`src/rtl/tx_arbiter.sv`:
```
// Round-robin arbiter sharing one tx_mux path between N_CH decision channels, one pending order per channel.
// Latency: request edge k -> tx_dv high after edge k+1 when idle and tx_ready; one order outstanding until tx_done or timeout.
// Backpressure: tx_ready low holds grants off; newer requests overwrite older pending ones and are counted in drop_cnt.
module tx_arbiter #(
   parameter int         N_CH        = 4,
   parameter logic [7:0] ADDR_BASE   = 8'd0,
   parameter int         TIMEOUT     = 1024,
   parameter int         FILTER_HOLD = 1
) (
   input  logic                 clk,
   input  logic                 reset_n,
   input  logic [N_CH-1:0]      req_dv,
   input  logic [8*N_CH-1:0]    req_buysell,
   input  logic [32*N_CH-1:0]   req_timestamp,
   input  logic                 tx_ready,
   input  logic                 tx_done,
   output logic [7:0]           tx_addr,
   output logic [7:0]           tx_buysell,
   output logic [31:0]          tx_timestamp,
   output logic                 tx_dv,
   output logic [N_CH-1:0]      pending,
   output logic [7:0]           drop_cnt,
   output logic [7:0]           timeout_cnt
);

   localparam int PW = (N_CH > 1) ? $clog2(N_CH) : 1;
   localparam int CW = $clog2(TIMEOUT);

   typedef enum logic {S_IDLE, S_WAIT} state_t;

   state_t            state_q, state_d;
   logic [PW-1:0]     rr_q, rr_d;
   logic [CW-1:0]     cnt_q, cnt_d;
   logic [N_CH-1:0]   pend_q, pend_d;
   logic [7:0]        bs_q [N_CH];
   logic [7:0]        bs_d [N_CH];
   logic [31:0]       ts_q [N_CH];
   logic [31:0]       ts_d [N_CH];
   logic [7:0]        tx_addr_q, tx_addr_d;
   logic [7:0]        tx_bs_q, tx_bs_d;
   logic [31:0]       tx_ts_q, tx_ts_d;
   logic              tx_dv_q, tx_dv_d;
   logic [7:0]        drop_q, drop_d;
   logic [7:0]        tout_q, tout_d;

   logic              hi_vld, lo_vld;
   logic [PW-1:0]     hi_idx, lo_idx;
   logic [PW-1:0]     gnt_idx;
   logic              do_grant;
   logic [4:0]        n_drop;
   logic [8:0]        drop_sum;

   // Round-robin search: lowest pending index at or above rr_q, else lowest pending overall (wrap).
   always_comb begin
      hi_vld = 1'b0;
      hi_idx = '0;
      lo_vld = 1'b0;
      lo_idx = '0;
      for (int i = N_CH - 1; i >= 0; i--) begin
         if (pend_q[i]) begin
            lo_vld = 1'b1;
            lo_idx = PW'(i);
            if (i >= int'(rr_q)) begin
               hi_vld = 1'b1;
               hi_idx = PW'(i);
            end
         end
      end
      gnt_idx  = hi_vld ? hi_idx : lo_idx;
      do_grant = (state_q == S_IDLE) && tx_ready && (hi_vld || lo_vld);
   end

   // Per-channel capture: newest request wins; overwriting a pending entry not being granted counts a drop.
   always_comb begin
      pend_d = pend_q;
      bs_d   = bs_q;
      ts_d   = ts_q;
      n_drop = '0;
      if (do_grant) begin
         pend_d[gnt_idx] = 1'b0;
      end
      for (int i = 0; i < N_CH; i++) begin
         if (req_dv[i] && !((FILTER_HOLD != 0) && (req_buysell[8*i +: 8] == 8'd0))) begin
            if (pend_q[i] && !(do_grant && (gnt_idx == PW'(i)))) begin
               n_drop = n_drop + 5'd1;
            end
            pend_d[i] = 1'b1;
            bs_d[i]   = req_buysell[8*i +: 8];
            ts_d[i]   = req_timestamp[32*i +: 32];
         end
      end
      drop_sum = 9'(drop_q) + 9'(n_drop);
      drop_d   = drop_sum[8] ? 8'hFF : drop_sum[7:0];
   end

   // Issue FSM: grant from IDLE, then wait for tx_done or the timeout before granting again.
   always_comb begin
      state_d   = state_q;
      rr_d      = rr_q;
      cnt_d     = cnt_q;
      tx_dv_d   = 1'b0;
      tx_addr_d = tx_addr_q;
      tx_bs_d   = tx_bs_q;
      tx_ts_d   = tx_ts_q;
      tout_d    = tout_q;
      case (state_q)
         S_IDLE: begin
            if (do_grant) begin
               tx_dv_d   = 1'b1;
               tx_addr_d = ADDR_BASE + 8'(gnt_idx);
               tx_bs_d   = bs_q[gnt_idx];
               tx_ts_d   = ts_q[gnt_idx];
               rr_d      = (gnt_idx == PW'(N_CH - 1)) ? '0 : gnt_idx + PW'(1);
               cnt_d     = '0;
               state_d   = S_WAIT;
            end
         end
         S_WAIT: begin
            if (tx_done) begin
               state_d = S_IDLE;
            end else if (cnt_q == CW'(TIMEOUT - 1)) begin
               state_d = S_IDLE;
               if (tout_q != 8'hFF) begin
                  tout_d = tout_q + 8'd1;
               end
            end else begin
               cnt_d = cnt_q + CW'(1);
            end
         end
         default: state_d = S_IDLE;
      endcase
   end

   // State registers; reset abandons any outstanding order and clears all counters.
   always_ff @(posedge clk or negedge reset_n) begin
      if (!reset_n) begin
         state_q   <= S_IDLE;
         rr_q      <= '0;
         cnt_q     <= '0;
         pend_q    <= '0;
         tx_addr_q <= '0;
         tx_bs_q   <= '0;
         tx_ts_q   <= '0;
         tx_dv_q   <= 1'b0;
         drop_q    <= '0;
         tout_q    <= '0;
         for (int i = 0; i < N_CH; i++) begin
            bs_q[i] <= '0;
            ts_q[i] <= '0;
         end
      end else begin
         state_q   <= state_d;
         rr_q      <= rr_d;
         cnt_q     <= cnt_d;
         pend_q    <= pend_d;
         tx_addr_q <= tx_addr_d;
         tx_bs_q   <= tx_bs_d;
         tx_ts_q   <= tx_ts_d;
         tx_dv_q   <= tx_dv_d;
         drop_q    <= drop_d;
         tout_q    <= tout_d;
         for (int i = 0; i < N_CH; i++) begin
            bs_q[i] <= bs_d[i];
            ts_q[i] <= ts_d[i];
         end
      end
   end

   assign tx_addr      = tx_addr_q;
   assign tx_buysell   = tx_bs_q;
   assign tx_timestamp = tx_ts_q;
   assign tx_dv        = tx_dv_q;
   assign pending      = pend_q;
   assign drop_cnt     = drop_q;
   assign timeout_cnt  = tout_q;

endmodule

```
`config.mk`:
```
export PLATFORM = sky130hd
export DESIGN_NAME = tx_arbiter
export DESIGN_NICKNAME = d
export VERILOG_FILES = /design/src/rtl/tx_arbiter.sv
export SDC_FILE = /design/constraint.sdc
export NUM_CORES = 1
export LEC_CHECK = 0
export BUFFER_PORTS_ARGS = -buffer_cell sky130_fd_sc_hd__buf_2
export CAP_MARGIN = 20
export CORE_AREA = 2 2 142 144
export CTS_BUF_LIST = sky130_fd_sc_hd__clkbuf_2 sky130_fd_sc_hd__clkbuf_4 sky130_fd_sc_hd__clkbuf_8
export CTS_CLUSTER_SIZE = 16
export DETAILED_ROUTE_END_ITERATION = 7
export DIE_AREA = 0 0 144 146
export PLACE_DENSITY_LB_ADDON = 0.1
export RECOVER_POWER = 25
export SYNTH_ARGS = -nofsm -noshare
export SYNTH_HDL_FRONTEND = slang
export SYNTH_SLANG_ARGS = --single-unit
```
`constraint.sdc`:
```
create_clock -name clk -period 6.4 [get_ports clk]
set_input_delay 0.32 -clock clk [delete_from_list [all_inputs] [get_ports clk]]
set_output_delay 0.32 -clock clk [all_outputs]
set_load 0.02 [all_outputs]
```
==> results by group, run 1 <==
Outcome
  – Outcome: finished, final reports clean

Critical path
  – Critical Path RT: 6.81 ns
  – Crit path launch type: flop
  – Crit-path most repeated cell: ha_1
  – Critical-path maximum fanout: 36
  – CP arrival: 5.37 ns
  – Worst Path Class, Setup: flop to flop
  – CP Cell Sequence: mux2i_1 -> a32oi_4 -> and2_2 -> buf_4 -> ha_1 -> a21oi_1 -> ha_1 -> mux2_4 -> ha_1 -> mux2_4 -> ha_1 -> nand2_1 -> xnor2_1 -> ha_1 -> nor2b_1 -> o21a_1 -> or2_2 -> nand3_1 -> mux2_2
  – Crit path max-delay cell type: dfrtp_1
  – Max stage delay on crit path: 0.50 ns
  – Crit end category: flop

Synthesis
  – Synth Area in Adders: 0.01708
  – Avg Synthesized Cell Area: 11.13 um^2
  – Post-Syn Instances: 961
  – Area fraction in compound gates after synthesis: 0.1126
  – Largest family of logic cells by synthesized area: multiplexers
  – Ys Warns: 0
  – Post-synthesis xor/xnor area fraction: 0.01474
  – Area leader, netlist: dfrtp_1
  – Post-synthesis cell area: 0.01070 mm^2
  – Post-synthesis cell type count: 49
  – Simple-Gate Fraction of Synth Area: 0.1213
  – #FFs+latches synth: 236
  – Top-count cell post-synth: dfrtp_1
  – Synth Flop Type: dfrtp_1
  – Seq/Total Area, Yosys: 0.5521
  – Area share of the largest cell type after synthesis: 0.5521
  – Post-synth top cells: 236 x dfrtp_1, 210 x nand2_1, 91 x mux2_2
  – Number of flops mapped to enable cells by yosys: 0
  – FFs w/ async S/R, synth: 1.000
  – Mux share of post-synthesis cell area: 0.1473
  – Area contributors post-synth: dfrtp_1 55%, mux2_2 9.6%, nand2_1 7.4%

Route
  – WL met3: 1.461 mm
  – DRT met1 WL: 12.34 mm
  – Drt wl/cell: 17.90 um
  – Highest metal used: met4
  – Routed wire length: 27.78 mm
  – DRC: 0
  – Via count: 8293
  – Met2 WL: 13.50 mm
  – First-pass iteration count of the detailed router: 4
  – DRT antenna net count: 0
  – Vias per inst: 5.343
  – Initial DRC Count: 511

Clock tree
  – Clock sink count: 236
  – Clock Path Buffers: 3
  – Clock Tree Root: clkbuf_8
  – Clock latency on the worst-skew pair: 0.53 ns
  – CTS tree: done
  – Clk slew on worst S/H paths: 0.06 ns
  – H-tree depth: 2
  – CTS Buf Count: 40

Finish
  – Layout cell share with drive strength beyond 1: 0.3103
  – Final Cell Area: 0.01360 mm^2
  – Nets: 1444
  – Final non-filler cell total: 1552
  – Area Growth Syn to Fin: 27.11%

Global route
  – Number of global-route vias before repair: 8692
  – GR Util All Layers: 0.2689
  – Initial antenna violation count: 1
  – Gr ovfl total: 0
  – Pin count of the biggest net entering global routing: 124
  – First-pass GRT wire length: 44.51 mm

STA
  – Setup TNS: 0 ns
  – Min cycle time layout: 4.963 ns
  – Layout Skew: 0.02181 ns
  – Fin. max-slew vios: 0
  – Worst slew margin: 0.2951
  – Final setup viols: 0
  – Peak Freq: 0.2015 GHz
  – Final hold vios: 0
  – Worst-Margin Slew: 1.054 ns
  – Fin crit share: 0.7755
  – Unrepaired setup endpoints after global routing: no

Floorplan
  – Die H: 146 um
  – Die width: 144 um
  – Initial core utilization: 0.5532
  – Core Area: 0.01933 mm^2
  – Std cell rows: 51
  – Die area: 0.02102 mm^2
  – IO Count: 237

Pwr
  – Sequential power share: 0.378
  – Sw frac: 0.3717
  – Worst VDD drop: 0.0002592 V
  – P_leak: 6.407 nW
  – Pint: 3.275 mW
  – Power per cell area: 383.4 mW/mm^2
  – Logic pwr share: 0.359
  – Clock network fraction of total power: 0.263
  – Psw: 1.938 mW

Placement
  – Hpwl dp: 17.16 mm
  – Routability-driven placement congestion ratio: 0.8358
  – PortBufs: 230
  – Placed Cells: 1411
  – Placed inst area: 0.01208 mm^2

Hold path
  – Hold crit path type: input port to flop

Run
  – Max-cap viol count: 0
==> flip-flops by register name, summed over array words and instances, names as in the netlist, 2 cells and up <==
signal and count:
drop_cnt 8, rr_q 2, tx_addr 2, tx_timestamp 32, pending 4, bs_q 32, cnt_q 10, tx_buysell 8
timeout_cnt 8, ts_q 128
==> worst max-delay path, delay by kind of cell (launching register included) <==
kind / cells / cell delay (ns)
adder cells (fa/ha/maj): 5 / 1.25
XOR/XNOR: 1 / 0.13
flip-flops: 1 / 0.50
buffers and inverters: 1 / 0.47
AO/OA/AOI/OAI: 3 / 0.44
multiplexers: 4 / 1.06
AND/OR/NAND/NOR: 5 / 0.98
==> worst paths after layout <==
check                                   from                to  slack, ns  cells past startpoint
min                        req_timestamp[80]          ts_q[48]       0.02                      3
max reg2reg                          rr_q[1]       drop_cnt[6]       1.44                     19
min reg2reg                         bs_q[24]          bs_q[24]       0.47                      2
max                                  rr_q[1]       drop_cnt[6]       1.44                     19
max in group asynchronous            reset_n          ts_q[31]       4.84                      3
min in group asynchronous            reset_n  tx_timestamp[26]       0.41                      2
==> layout make-up <==
| cell class | instances | area (um^2) |
|---|---|---|
| sequential | 236 | 5906 |
| inverter | 14 | 55.05 |
| multi-input combinational | 654 | 4509 |
| antenna | 1 | 2.502 |
| timing repair buffer | 316 | 1981 |
| clock buffer | 63 | 792.0 |
| tap | 265 | 331.6 |
| clock inverter | 3 | 20.02 |
| fill | 1509 | 5738 |
==> metal layers <==
layer / vias up / track usage
li1: 3931 / -
met1: 4104 / 0.3646
met2: 221 / 0.4426
met3: 37 / 0.05166
met4: 0 / 0.07647
met5: - / 0
==> what timing repair did <==
item,4_1_cts,5_1_grt
buffers inserted,0,0
hold buffers,73,1
hold endpoints to repair,185,1
resized for setup,0,0
==> power groups by stage <==
stage / logic (mW) / registers (mW) / clock network, mW
finish: 1.87 / 1.97 / 1.37
global route: 2.06 / 2.00 / 1.46
CTS: 1.89 / 1.97 / 1.40
detailed placement: 1.85 / 1.99 / 0
global placement: 1.82 / 1.98 / 0
floorplan: 1.12 / 2.14 / 0
==> cells by family after synthesis <==
| kind of cell | Yosys count |
|---|---|
| fa+ha+maj | 14 |
| buf+inv | 76 |
| compound gates | 159 |
| flops | 236 |
| mux | 144 |
| other cells | 1 |
| simple gates | 313 |
| xor+xnor | 18 |
==> layout by cell type, fill, tap and decap left out, drive strengths merged, types with 5 or more instances in the layout <==
master       instances
nor2b                5
clkbuf              82
and3                 5
mux2i               43
nand3               11
ha                  13
xnor2               15
dlygate4sd3         74
a21boi              43
a21oi                9
buf                223
a211oi              84
nand4                7
inv                 14
nand2              210
o21ai                9
dfrtp              236
nor2                54
mux2               101
conb                 6
==> metrics by stage <==
stage | hold slack, ns | worst slack, ns | utilization | total power, mW
2_1_floorplan | 0.02441 | 1.561 | - | 3.258
3_3_place_gp | 0.4510 | 1.557 | 0.6246 | 3.802
3_5_place_dp | 0.4435 | 1.493 | 0.6246 | 3.845
4_1_cts | 0.000001721 | 1.447 | 0.7044 | 5.257
5_1_grt | 0.003417 | 1.160 | 0.7032 | 5.523
6_report | 0.01715 | 1.437 | 0.7032 | 5.213
(Power assumes the default switching activity.)
==> inputs of run 2 (changes only) <==
Settings changed: CORE_AREA 2 2 142 144 to 2 2 148 150, DIE_AREA 0 0 144 146 to 0 0 150 152.
Clock period 6.4 ns to 4.2 ns, I/O delays scaled along.
==> run 2 against run 1 <==
The flow now finishes with violations (capacitance limit, slew limit, setup timing). Register-to-register slack lost 1.5 ns. Utilization grew 0.36 points. Clock-buffer cell count grew 4. Sequential cell count is the same. Combinational power grew 78%. Sequential share of layout area shrank 4.3 points. Final area grew 11%.
==> results by group, run 2 (synthesis gave the netlist of run 1 again) <==
Outcome
  – Outcome: finished with violations
  – Failing checks: capacitance limit, slew limit, setup timing

Route
  – Vias per inst: 5.264 (-1.5%)
  – Initial DRC Count: 346 (-32%)
  – Via count: 8980 (+8.3%)
  – First-pass iteration count of the detailed router: 8 (+4)
  – DRT antenna net count: 0 (unchanged)
  – DRC: 0 (unchanged)
  – Routed wire length: 30.72 mm (+11%)
  – Drt wl/cell: 18.00 um (+0.58%)

Finish
  – Most common cell after layout, fill and taps aside: dfrtp_1
  – Nets: 1577 (+9.2%)
  – Final Cell Area: 0.01509 mm^2 (+11%)
  – Ant. Diodes: 0 (-1)
  – Layout Utilization: 0.7069 (+0.003639)
  – Layout cell share with drive strength beyond 1: 0.3135 (+0.003200)
  – Commonest cells after routing, fill and taps aside: 232 x dfrtp_1, 207 x nand2_1, 195 x buf_2
  – Area Growth Syn to Fin: 41.09%
  – Layout fillers: 1606 (+6.4%)
  – Biggest register: ts_q
  – Max reg flops: 128 (unchanged)

Floorplan
  – Std cell rows: 54 (+5.9%)
  – Die area: 0.02280 mm^2 (+8.4%)
  – IO Count: 237 (unchanged)
  – Initial core utilization: 0.5010 (-0.05223)
  – Die width: 150 um (+4.2%)
  – Core Area: 0.02135 mm^2 (+10%)
  – Die H: 152 um (+4.1%)

STA
  – Peak Freq: 0.2329 GHz (+16%)
  – Worst-Margin Slew: 2.608 ns (+1.554 ns)
  – Setup TNS: -0.1566 ns (-0.1566 ns)
  – Min cycle time layout: 4.294 ns (-0.6688 ns)
  – Fin. max-slew vios: 100 (+100)
  – Final setup viols: 4 (+4)
  – Worst slew margin: -0.7385 (-1.034)
  – Unrepaired setup endpoints after global routing: yes
  – Final hold vios: 0 (unchanged)
  – Fin crit share: 1.022 (+0.2470)
  – Layout Skew: 0.01153 ns (-0.01028 ns)
  – PnR worst setup slack: -0.09421 ns (-1.531 ns)

Hold path
  – Hold crit path type: input port to flop

Pwr
  – Power per cell area: 568.8 mW/mm^2 (+48%)
  – Worst VDD drop: 0.0006130 V (+140%)
  – Total chip power: 8.585 mW (+65%)
  – P_leak: 7.002 nW (+9.3%)

Critical path
  – CP arrival: 4.72 ns (-0.65 ns)
  – Crit path launch type: flop
  – Critical Path RT: 4.62 ns (-2.19 ns)
  – Critical-path maximum fanout: 4 (-89%)
  – Crit end category: flop
  – Worst Path Class, Setup: flop to flop

Global route
  – M3 GR Usage: 0.04715 (-0.004515)
  – Global routing usage on met1: 0.3608 (-0.003770)
  – Number of global-route vias before repair: 9362 (+7.7%)
  – Initial antenna violation count: 0 (-1)
  – GR Layer Usage met2: 0.4475 (+0.004870)
  – GRT Max-Usage Layer: met2
  – GR Util All Layers: 0.2688 (about the same)
  – Gr ovfl total: 0 (unchanged)
  – First-pass GRT wire length: 48.60 mm (+9.2%)
  – Pin count of the biggest net entering global routing: 101 (-19%)

Placement
  – PortBufs: 230 (unchanged)
  – Placed inst area: 0.01236 mm^2 (+2.3%)
  – Worst slack, placed: -0.3190 ns (-1.812 ns)
  – Hpwl dp: 17.74 mm (+3.3%)
  – Routability-driven placement congestion ratio: 0.8183 (-2.1%)

Clock tree
  – Clk slew on worst S/H paths: 0.06 ns (about the same)
  – Clock latency on the worst-skew pair: 0.54 ns (about the same)
  – CTS Buf Count: 42 (+5.0%)
  – Clock Path Buffers: 3 (unchanged)
  – Clock sink count: 236 (unchanged)
  – Clock Tree Root: clkbuf_8
  – H-tree depth: 2 (unchanged)
  – CTS tree: done

Run
  – Max-cap viol count: 1 (+1)
==> run 2: changes by cell type in the layout (fill, tap and decap cells not counted), moves of 4 or more <==
cell / change
buf_2: -15
dfrtp_1: -4
dlygate4sd3_1: +102
clkbuf_1: +15
dfrtp_2: +4
buf_4: +25
==> run 2: worst max-delay path, cell delays in order, from the launching register on <==
cell	delay [ns]
dfrtp_2	0.44
mux2i_2	0.18
a32oi_4	0.18
and2_4	0.21
inv_8	0.03
ha_4	0.13
and3b_2	0.21
a211oi_2	0.20
ha_1	0.27
mux2_4	0.30
ha_4	0.22
mux2_4	0.29
ha_4	0.16
nand2_2	0.06
xnor2_2	0.12
ha_1	0.27
nor2b_4	0.13
o21a_1	0.17
or2_4	0.24
nand3_2	0.08
mux2_4	0.29
==> run 2: final cells by class <==
class | count | area, um^2 | area share
clock buffer | 67 | 828.3 | 0.05488
tap | 280 | 350.3 | 0.02321
sequential | 236 | 5911 | 0.3916
clock inverter | 8 | 73.82 | 0.004891
timing repair buffer | 447 | 3214 | 0.2130
multi-input combinational | 654 | 4654 | 0.3084
inverter | 14 | 60.06 | 0.003979
==> run 2: path summary, 6_finish.rpt <==
path	from	to	slack [ns]	cells after the start
worst min-delay path	req_dv[3]	bs_q[4]	0.02	3
min in group asynchronous	reset_n	ts_q[27]	0.96	2
max in group asynchronous	reset_n	rr_q[1]	1.44	2
worst min register to register	ts_q[55]	ts_q[55]	0.47	2
worst max-delay path	rr_q[1]	drop_cnt[6]	-0.09	20
worst max register to register	rr_q[1]	drop_cnt[6]	-0.09	20
==> run 2: what timing repair did <==
item / 4_1_cts / 5_1_grt
resized for setup: 13 / 6
hold buffers: 176 / 0
endpoints found under the setup margin: 8 / 8
endpoints found under the hold margin: 257 / 0
pin swaps: 13 / 5
setup buffers: 2 / 1
==> run 2: metrics by stage <==
| stage | std cells | hold slack, ns |
|---|---|---|
| 2_1_floorplan | 966 | -0.08559 |
| 3_3_place_gp | 1451 | 0.3199 |
| 3_5_place_dp | 1451 | 0.3179 |
| 4_1_cts | 1704 | 0.001613 |
| 5_1_grt | 1706 | 0.02928 |
| 6_report | 1706 | 0.01570 |
==> run 2: layer usage <==
metal  vias to the layer above  routed length [um]
met4                         0                 677
met3                        55                1614
met2                       292               14960
met1                      4429               13460
met5                         -                   0
li1                       4204                   -
==> run 2: power by group <==
part           leakage, nW  switching (mW)  total (mW)  internal (mW)
clock                0.477           0.951        2.26           1.31
combinational         3.73            1.94        3.32           1.38
sequential            2.79           0.294        3.00           2.71
total                 7.00            3.18        8.58           5.40
==> inputs of run 3 (changes only) <==
Settings changed: CORE_AREA 2 2 148 150 to 2 2 161 163, DIE_AREA 0 0 150 152 to 0 0 163 165.
==> run 3 against run 2 <==
The flow still finishes with violations (capacitance limit, slew limit, setup timing). Utilization decreased by 9.3 points. Largest cell class unchanged. Critical endpoint unchanged. Die area increased by 18%. Clock-buffer cell count increased by 3. Register-to-register slack about the same.
==> results by group, run 3 (synthesis gave the netlist of run 1 again) <==
Outcome
  – Outcome: finished with violations
  – Failing checks: capacitance limit, slew limit, setup timing

Floorplan
  – Std cell rows: 58 (+7.4%)
  – Die width: 163 um (+8.7%)
  – Die area: 0.02690 mm^2 (+18%)
  – Die H: 165 um (+8.6%)
  – Core Area: 0.02504 mm^2 (+17%)
  – Initial core utilization: 0.4272 (-0.07376)
  – IO Count: 237 (unchanged)

Critical path
  – Crit path launch type: flop
  – CP arrival: 4.74 ns (+0.02 ns)
  – Critical Path RT: 4.63 ns (about the same)
  – Critical-path maximum fanout: 3 (-1)
  – Crit end category: flop
  – Worst Path Class, Setup: flop to flop
  – Reg2reg setup slack: -0.10 ns (about the same)

Clock tree
  – CTS Buf Count: 42 (unchanged)
  – CTS tree: done
  – Clock sink count: 236 (unchanged)
  – Clock latency on the worst-skew pair: 0.55 ns (about the same)
  – Clock Tree Root: clkbuf_8
  – Clk slew on worst S/H paths: 0.06 ns (about the same)
  – Clock Path Buffers: 3 (unchanged)
  – H-tree depth: 2 (unchanged)

Pwr
  – Worst VDD drop: 0.0004568 V (-25%)
  – P_leak: 7.156 nW (+2.2%)
  – Power per cell area: 561.3 mW/mm^2 (-1.3%)

Finish
  – Layout cell share with drive strength beyond 1: 0.3301 (+0.01664)
  – Most common cell after layout, fill and taps aside: dfrtp_1
  – Final non-filler cell total: 1776 (+4.1%)
  – FF/Latch Area: 0.005909 mm^2 (about the same)
  – Multi-input gate area in the final layout: 0.004677 mm^2 (+0.48%)
  – Nets: 1601 (+1.5%)
  – Area Growth Syn to Fin: 43.62%
  – Commonest cells after routing, fill and taps aside: 233 x dfrtp_1, 210 x buf_2, 206 x nand2_1
  – Layout Utilization: 0.6136 (-0.09328)
  – Biggest register: ts_q
  – Max reg flops: 128 (unchanged)
  – Layout fillers: 2149 (+34%)

Global route
  – Initial antenna violation count: 0 (unchanged)
  – GR Util All Layers: 0.2333 (-0.03554)
  – Gr ovfl total: 0 (unchanged)
  – First-pass GRT wire length: 48.78 mm (+0.37%)
  – Number of global-route vias before repair: 9317 (-0.48%)
  – Pin count of the biggest net entering global routing: 115 (+14%)

Route
  – Drt wl/cell: 17.55 um (-2.5%)
  – Initial DRC Count: 527 (+52%)
  – Vias per inst: 4.992 (-5.2%)
  – DRT antenna net count: 0 (unchanged)
  – First-pass iteration count of the detailed router: 4 (-4)
  – Routed wire length: 31.17 mm (+1.5%)
  – Via count: 8866 (-1.3%)
  – DRC: 0 (unchanged)

STA
  – Final setup viols: 2 (-2)
  – Worst-Margin Slew: 2.930 ns (+0.3228 ns)
  – Fin crit share: 1.025 (+0.002400)
  – Worst slew margin: -0.9537 (-0.2152)
  – PnR worst setup slack: -0.1043 ns (-0.01008 ns)
  – Peak Freq: 0.2323 GHz (-0.23%)
  – Layout Skew: 0.01826 ns (+0.006736 ns)
  – Min cycle time layout: 4.304 ns (+0.01008 ns)
  – Unrepaired setup endpoints after global routing: yes
  – Setup TNS: -0.1188 ns (+0.03778 ns)
  – Final hold vios: 0 (unchanged)
  – Fin. max-slew vios: 114 (+14%)

Hold path
  – Hold crit path type: input port to flop

Placement
  – Hpwl dp: 18.92 mm (+6.7%)
  – Placed Cells: 1505 (+3.7%)
  – Routability-driven placement congestion ratio: 0.7707 (-5.8%)
  – PortBufs: 230 (unchanged)

Run
  – Max-cap viol count: 1 (unchanged)
## run 3: path summary, 6_finish.rpt
kind,start,to,depth (start not counted)
max,rr_q[1],drop_cnt[6],20
min,req_dv[0],bs_q[28],3
max reg2reg,rr_q[1],drop_cnt[6],20
min reg2reg,ts_q[40],ts_q[40],2
max in group asynchronous,reset_n,rr_q[0],2
min in group asynchronous,reset_n,ts_q[58],2
## run 3: timing repair
action / in CTS / in global routing
setup buffers: 18 / 2
endpoints found under the hold margin: 272 / 0
resized for setup: 14 / 12
pin swaps: 13 / 6
hold buffers: 181 / 0
endpoints found under the setup margin: 8 / 30
## run 3: worst max-delay path, cell delays in order, from the launching register on
cell	delay (ns)
dfrtp_1	0.43
buf_6	0.14
a32oi_4	0.23
and2_4	0.22
inv_8	0.04
ha_4	0.14
and3b_2	0.22
a211oi_2	0.19
ha_1	0.27
mux2_4	0.30
ha_4	0.22
mux2_4	0.29
ha_4	0.17
nand2_4	0.05
xnor2_2	0.11
ha_1	0.28
nor2b_4	0.14
o21a_1	0.17
or2_4	0.23
nand3_2	0.08
mux2_4	0.29
## run 3: per-stage QoR
stage | setup slack (ns) | cell area, um^2 | hold slack (ns) | total power [mW]
after global routing | -0.2230 | 15360 | 0.02237 | 9.166
after detailed placement | -0.2687 | 12460 | 0.3475 | 6.160
after floorplan | -0.3352 | 10810 | -0.08559 | 5.082
final | -0.1043 | 15360 | 0.01477 | 8.623
after CTS | -0.07111 | 15320 | 0.004003 | 8.618
after global placement | -0.2085 | 12440 | 0.3500 | 6.124
## run 3: layout make-up
cell class	count	share of cell area
timing repair buffer	471	0.2245
tap	330	0.02688
clock buffer	70	0.05538
antenna	1	0.0001629
sequential	236	0.3847
multi-input combinational	654	0.3044
inverter	14	0.003909
## run 3: report_power, final
part / internal [mW] / switching (mW) / total, mW / leakage (nW)
registers: 2.71 / 0.301 / 3.01 / 2.79
logic: 1.48 / 1.95 / 3.43 / 3.90
clock network: 1.26 / 0.925 / 2.19 / 0.457
total: 5.45 / 3.17 / 8.62 / 7.16
## run 3: routing by layer
metal | track usage | vias up | share of wire
li1 | - | 4258 | -
met1 | 0.3089 | 4302 | 0.44
met2 | 0.3848 | 231 | 0.48
met3 | 0.04043 | 75 | 0.046
met4 | 0.08890 | 0 | 0.032
met5 | 0 | - | 0
